<file path="src/rtl/mux_rr_scheduler_pkg.sv">
// Shared definitions for the round-robin mux scheduler: FSM encoding and
// the wrap-around priority pick used by rr_pick.
package mux_rr_scheduler_pkg;

  typedef enum logic {
    ST_IDLE  = 1'b0,
    ST_GRANT = 1'b1
  } state_t;

  // The pick function works on a fixed maximum width so that it can live in the
  // package; callers zero-extend their request/pointer and narrow the result.
  localparam int PICK_MAX_K = 8;
  localparam int PICK_MAX_N = 1 << PICK_MAX_K;

  typedef struct packed {
    logic                  found;
    logic [PICK_MAX_K-1:0] idx;
  } pick_t;

  // First set request bit at or after ptr, scanning upward and wrapping modulo n
  // (n must be a power of two). Scanning from the far end down means the last
  // hit written is the one closest to ptr.
  function automatic pick_t rr_pick_fn(input logic [PICK_MAX_N-1:0] req,
                                       input logic [PICK_MAX_K-1:0] ptr,
                                       input int                    n);
    pick_t                 res;
    logic [PICK_MAX_K-1:0] cand;
    res.found = 1'b0;
    res.idx   = {PICK_MAX_K{1'b0}};
    for (int i = PICK_MAX_N - 1; i >= 0; i--) begin
      cand = PICK_MAX_K'((int'(ptr) + i) & (n - 1));
      if ((i < n) && req[cand]) begin
        res.found = 1'b1;
        res.idx   = cand;
      end else begin
        res = res;
      end
    end
    return res;
  endfunction

endpackage

</file>
<file path="src/rtl/mux_rr_scheduler_rr_pick.sv">
// Combinational round-robin picker: finds the first requester at or after
// the priority pointer, wrapping around the requester ring.
module rr_pick #(
  parameter int K = 2
) (
  input  logic [(1<<K)-1:0] req,
  input  logic [K-1:0]      ptr,
  output logic              found,
  output logic [K-1:0]      idx
);
  import mux_rr_scheduler_pkg::*;

  localparam int N = 1 << K;

  pick_t pick_s;
  logic  unused_idx_s;

  // Widen to the shared function's size, pick, and narrow the index back to K bits.
  always_comb begin
    pick_s       = rr_pick_fn(PICK_MAX_N'(req), PICK_MAX_K'(ptr), N);
    found        = pick_s.found;
    idx          = pick_s.idx[K-1:0];
    unused_idx_s = ^pick_s.idx;
  end

endmodule

</file>
<file path="src/rtl/mux_rr_scheduler.sv">
// Round-robin scheduler sharing one 2**K-input mux among 2**K requesters.
// Grants one requester at a time, drives the registered mux select, and
// releases on done, request withdrawal, or the MAX_HOLD limit. A one-cycle
// IDLE bubble always separates consecutive grants.
module mux_rr_scheduler #(
  parameter int K        = 2,
  parameter int MAX_HOLD = 16,
  parameter int CW       = 8
) (
  input  logic              clk,
  input  logic              rst,
  input  logic [(1<<K)-1:0] req,
  input  logic              done,
  output logic [K-1:0]      sel,
  output logic [(1<<K)-1:0] grant,
  output logic              grant_valid,
  output logic              timeout,
  output logic              busy
);
  import mux_rr_scheduler_pkg::*;

  localparam int            N         = 1 << K;
  // Last counter value of a grant; only meaningful when MAX_HOLD is nonzero.
  localparam logic [CW-1:0] HOLD_LAST = CW'(MAX_HOLD - 1);

  state_t        state_r, state_nxt_s;
  logic [K-1:0]  sel_r, sel_nxt_s;
  logic [N-1:0]  grant_r, grant_nxt_s;
  logic          valid_r, valid_nxt_s;
  logic          timeout_r, timeout_nxt_s;
  logic [CW-1:0] cnt_r, cnt_nxt_s;
  logic [K-1:0]  ptr_r, ptr_nxt_s;

  logic          pick_found_s;
  logic [K-1:0]  pick_idx_s;
  logic          limit_hit_s;
  logic          release_s;

  rr_pick #(.K(K)) u_pick (
    .req   (req),
    .ptr   (ptr_r),
    .found (pick_found_s),
    .idx   (pick_idx_s)
  );

  // Release priority: done, then withdrawal of the granted request, then hold limit.
  assign limit_hit_s = (MAX_HOLD != 0) && (cnt_r == HOLD_LAST);
  assign release_s   = done || !req[sel_r] || limit_hit_s;

  // State register.
  always_ff @(posedge clk or posedge rst) begin
    if (rst) begin
      state_r <= ST_IDLE;
    end else begin
      state_r <= state_nxt_s;
    end
  end

  // Next-state logic: grant whenever anyone requests, always fall back to IDLE on release.
  always_comb begin
    state_nxt_s = state_r;
    case (state_r)
      ST_IDLE: begin
        if (pick_found_s) begin
          state_nxt_s = ST_GRANT;
        end else begin
          state_nxt_s = ST_IDLE;
        end
      end
      ST_GRANT: begin
        if (release_s) begin
          state_nxt_s = ST_IDLE;
        end else begin
          state_nxt_s = ST_GRANT;
        end
      end
      default: state_nxt_s = ST_IDLE;
    endcase
  end

  // Output/datapath next values; grant, valid and timeout default to zero so
  // they only assert while actively held or on the forced-release edge.
  always_comb begin
    sel_nxt_s     = sel_r;
    grant_nxt_s   = {N{1'b0}};
    valid_nxt_s   = 1'b0;
    timeout_nxt_s = 1'b0;
    cnt_nxt_s     = {CW{1'b0}};
    ptr_nxt_s     = ptr_r;
    case (state_r)
      ST_IDLE: begin
        if (pick_found_s) begin
          sel_nxt_s   = pick_idx_s;
          grant_nxt_s = {{(N-1){1'b0}}, 1'b1} << pick_idx_s;
          valid_nxt_s = 1'b1;
        end else begin
          sel_nxt_s   = sel_r;
        end
      end
      ST_GRANT: begin
        if (release_s) begin
          // Pointer moves past the released requester; sel keeps its value.
          ptr_nxt_s     = sel_r + K'(1'b1);
          timeout_nxt_s = limit_hit_s && !done && req[sel_r];
        end else begin
          grant_nxt_s   = grant_r;
          valid_nxt_s   = 1'b1;
          cnt_nxt_s     = cnt_r + CW'(1'b1);
        end
      end
      default: begin
        ptr_nxt_s = {K{1'b0}};
      end
    endcase
  end

  // Registered outputs, hold counter and priority pointer.
  always_ff @(posedge clk or posedge rst) begin
    if (rst) begin
      sel_r     <= {K{1'b0}};
      grant_r   <= {N{1'b0}};
      valid_r   <= 1'b0;
      timeout_r <= 1'b0;
      cnt_r     <= {CW{1'b0}};
      ptr_r     <= {K{1'b0}};
    end else begin
      sel_r     <= sel_nxt_s;
      grant_r   <= grant_nxt_s;
      valid_r   <= valid_nxt_s;
      timeout_r <= timeout_nxt_s;
      cnt_r     <= cnt_nxt_s;
      ptr_r     <= ptr_nxt_s;
    end
  end

  assign sel         = sel_r;
  assign grant       = grant_r;
  assign grant_valid = valid_r;
  assign timeout     = timeout_r;
  assign busy        = (state_r == ST_GRANT);

endmodule

</file>
<file path="config.mk">
export PLATFORM = sky130hd
export DESIGN_NAME = mux_rr_scheduler
export DESIGN_NICKNAME = d
export VERILOG_FILES = /design/src/rtl/mux_rr_scheduler_pkg.sv /design/src/rtl/mux_rr_scheduler_rr_pick.sv /design/src/rtl/mux_rr_scheduler.sv
export SDC_FILE = /design/constraint.sdc
export NUM_CORES = 1
export LEC_CHECK = 0
export BUFFER_PORTS_ARGS = -buffer_cell sky130_fd_sc_hd__buf_2
export CAP_MARGIN = 5
export CORE_MARGIN = 2
export CORE_UTILIZATION = 57
export DETAILED_ROUTE_END_ITERATION = 7
export PLACE_DENSITY = 0.79
export SETUP_SLACK_MARGIN = 0.3
export SLEW_MARGIN = 20
export SYNTH_ARGS = -nofsm -noshare
export SYNTH_HDL_FRONTEND = slang
export SYNTH_HIERARCHICAL = 1
export SYNTH_SLANG_ARGS = --single-unit
export TNS_END_PERCENT = 10
</file>
<file path="constraint.sdc">
create_clock -name clk -period 2.9 [get_ports clk]
set_input_delay 0.725 -clock clk [delete_from_list [all_inputs] [get_ports clk]]
set_output_delay 0.725 -clock clk [all_outputs]
set_load 0.01 [all_outputs]
</file>
==> results.md <==
- Status: completed
- Largest net degree at the start of global routing: 19
- Initial detailed-routing violation count: 20
- CTS H-tree lvls: 1
- Max_cap viols: 0
- CP Launch Type: flip-flop
- Fin crit share: 0.5700
- Nets: 118
- Busiest layer in global routing: met2
- Final slew viol count: 0
- Met2 usage: 0.2824
- TritonCTS Buffers: 3
- Die area: 1929 sq um
- Crit end category: primary output
- First-pass GRT wire length: between 2 and 3 mm
- Via count: slightly below 700
- Clk root buf: clkbuf_4
- Total wire length: 1.582 mm
- Hold buffer count at CTS: 0
- Final-layout fill cell count: 132
- Gates resized, CTS repair: 0
- Crit Path Category: flip-flop to primary output
- Final min period: around 1.7 ns
- Met1 Usage GRT: 0.2725
- Hold Vio Cnt, Final: 0
- Peak Freq: 0.6050 GHz
- Mapped Avg Cell Area: 9.874 sq um
- Core Area: approximately 1500 sq um
- Pwr Density: 841.1 nW/um^2
- Grt total ovfl: 0
- Synthesis Warnings: 6
- Final Core Density: 0.6777
- 1st-pass router iterations: 4
- Final ANT Viol Nets: 0
- Critical Path Max Stage Delay: roughly 0.47 ns
- Reg clk slew, reported paths: 0.10 ns
- TNS Setup: 0 ns
- CTS sink count: 18
- Vias in the first global route: between 600 and 700
- Vias per inst: roughly 5.5
- Skew final: 0.001483 ns
- Width of the die: roughly 44 um
- DRC viols: 0
- GPL Wtd Cong: 0.8166
- Max_slew headroom: 0.5719
- Seq/Total Area, Yosys: 0.4959
- # Post-CTS Setup Buffers: 0
- Starting Density: 0.6030
- Met3 Use GR: 0.03750
- Final setup fails: 0
- Site row count: 14
- CTS tree: done
- Distinct cells, synth: 27
- Post-Synthesis Cells: 92
- # diodes: 0
- Worst-Margin Slew: ~0.64 ns
- Netlist area before placement: 908.4 sq um
- Max Buffers Root-to-Sink: 2
- Routed WL per cell: 12.66 um
- Area Overhead vs Synth: 12.40%
- Worst EP arrival: about 0.93 ns
- Worst-path cell chain: buf_2
- Worst-Skew Late Latency: about 0.29 ns
- Worst min path class: flip-flop to flip-flop
- CP max-delay cell: dfrtp_1
- Total I/O pin count: 16
- Initial antenna violation count: 0
- CP required: 2.17 ns
- Synthesized Nets: 100
- Crit path buffers/inverters: 1
- Layout cell share with drive strength beyond 1: 0.2294
- Unrepaired setup endpoints after global routing: no
- Total track usage: 0.1970
- FF+latch count, synth: 18
- Port-buffer cells: 15
- Die height: 43.92 um
- Delay-heaviest family, CP: flip-flops
- Detailed placer's ending HPWL: 1.191 mm
- CP Max Fanout: 5
- Max VDD drop: between 0.6 and 0.7 mV
- Leakage: roughly 0.00050 uW
-- power breakdown --
group | internal (uW) | switching, uW | total (uW)
clock | 76.5 | 75.7 | 152
combinational | 148 | 178 | 326
sequential | 312 | 68.5 | 381
-- worst register-to-register path: cells and delay by family (launching register included) --
| kind | cells | cell delay, ns |
|---|---|---|
| buffers and inverters | 1 | 0.07 |
| and+or+nand+nor | 1 | 0.16 |
| DFF | 1 | 0.41 |
| AOI/OAI and AO/OA | 3 | 0.83 |
-- Yosys cell counts (all sizes together) --
cell	number	area, sq um
xor2	3	26.28
or2	1	6.260
mux2i	3	30.03
nand3	5	30.03
o221ai	1	8.760
o22ai	3	45.04
a221o	1	10.01
and3	1	6.260
a21boi	1	11.26
nor2b	1	6.260
nor4	1	6.260
ha	1	12.51
o32ai	1	8.760
a21oi	4	20.02
buf	2	18.77
nand2	11	41.29
dfrtp	18	450.4
nand2b	3	18.77
o21ai	2	10.01
inv	12	45.04
mux2	1	15.01
nor2	11	41.29
nor3	1	5.000
xnor2	4	35.03
-- registers in the layout, summed over array words and instances, names as in the netlist --
register,flops
grant_valid,1
ptr_r,2
timeout,1
sel,2
cnt_r,8
grant,4
-- worst paths after layout --
kind / from / to / slack (ns) / depth (start not counted)
worst max-delay path: sel[1] / sel[1] / 1.25 / 1
worst min register to register: cnt_r[0] / cnt_r[0] / 0.46 / 1
worst max register to register: ptr_r[0] / grant[1] / 1.36 / 5
min in group asynchronous: rst / cnt_r[1] / 0.50 / 2
worst min-delay path: cnt_r[0] / cnt_r[0] / 0.46 / 1
max in group asynchronous: rst / sel[0] / 1.99 / 2
-- cell usage in the layout, fill, tap and decap left out, drive strengths merged, types with 3 or more instances in the layout --
master / instances
nand2b: 3
buf: 15
nor2: 11
nand2: 11
mux2i: 3
nand3: 5
a21oi: 4
o22ai: 3
xnor2: 4
inv: 12
xor2: 3
dfrtp: 18
clkbuf: 4
-- stage by stage --
| stage | total power [uW] | hold WS [ns] | std cells | area, sq um | setup slack (ns) |
|---|---|---|---|---|---|
| final | 858.8 | 0.4637 | 125 | 1021 | 1.247 |
| after global routing | 916.0 | 0.4887 | 125 | 1021 | 1.197 |
| after CTS | 863.3 | 0.4644 | 125 | 1021 | 1.238 |
| after detailed placement | 710.2 | 0.4501 | 121 | 984.7 | 0.9745 |
| after global placement | 698.4 | 0.4496 | 121 | 984.7 | 1.016 |
| after floorplan | 626.2 | 0.4303 | 92 | 908.4 | 1.245 |
-- metal layers --
| layer | wire, um | vias to the layer above |
|---|---|---|
| li1 | - | 336 |
| met5 | 0 | - |
| met2 | 693 | 24 |
| met1 | 774 | 317 |
| met4 | 42 | 0 |
| met3 | 72 | 5 |
-- area by class of cell --
class                      instances  area (sq um)  area share
inverter                          12         45.04     0.04412
sequential                        18         450.4      0.4412
timing repair buffer              15         75.07     0.07353
multi-input combinational         60         394.1      0.3860
clock buffer                       4         36.28     0.03554
tap                               16         20.02     0.01961
-- kinds of logic after synthesis --
family,count (synthesis),synth area share
buf+inv,14,0.07025
flops,18,0.4959
fa+ha+maj,1,0.01377
simple gates,35,0.1777
compound gates,13,0.1253
xor+xnor,7,0.06749
mux,4,0.04958
No activity file was read; power rests on OpenSTA's default activity.
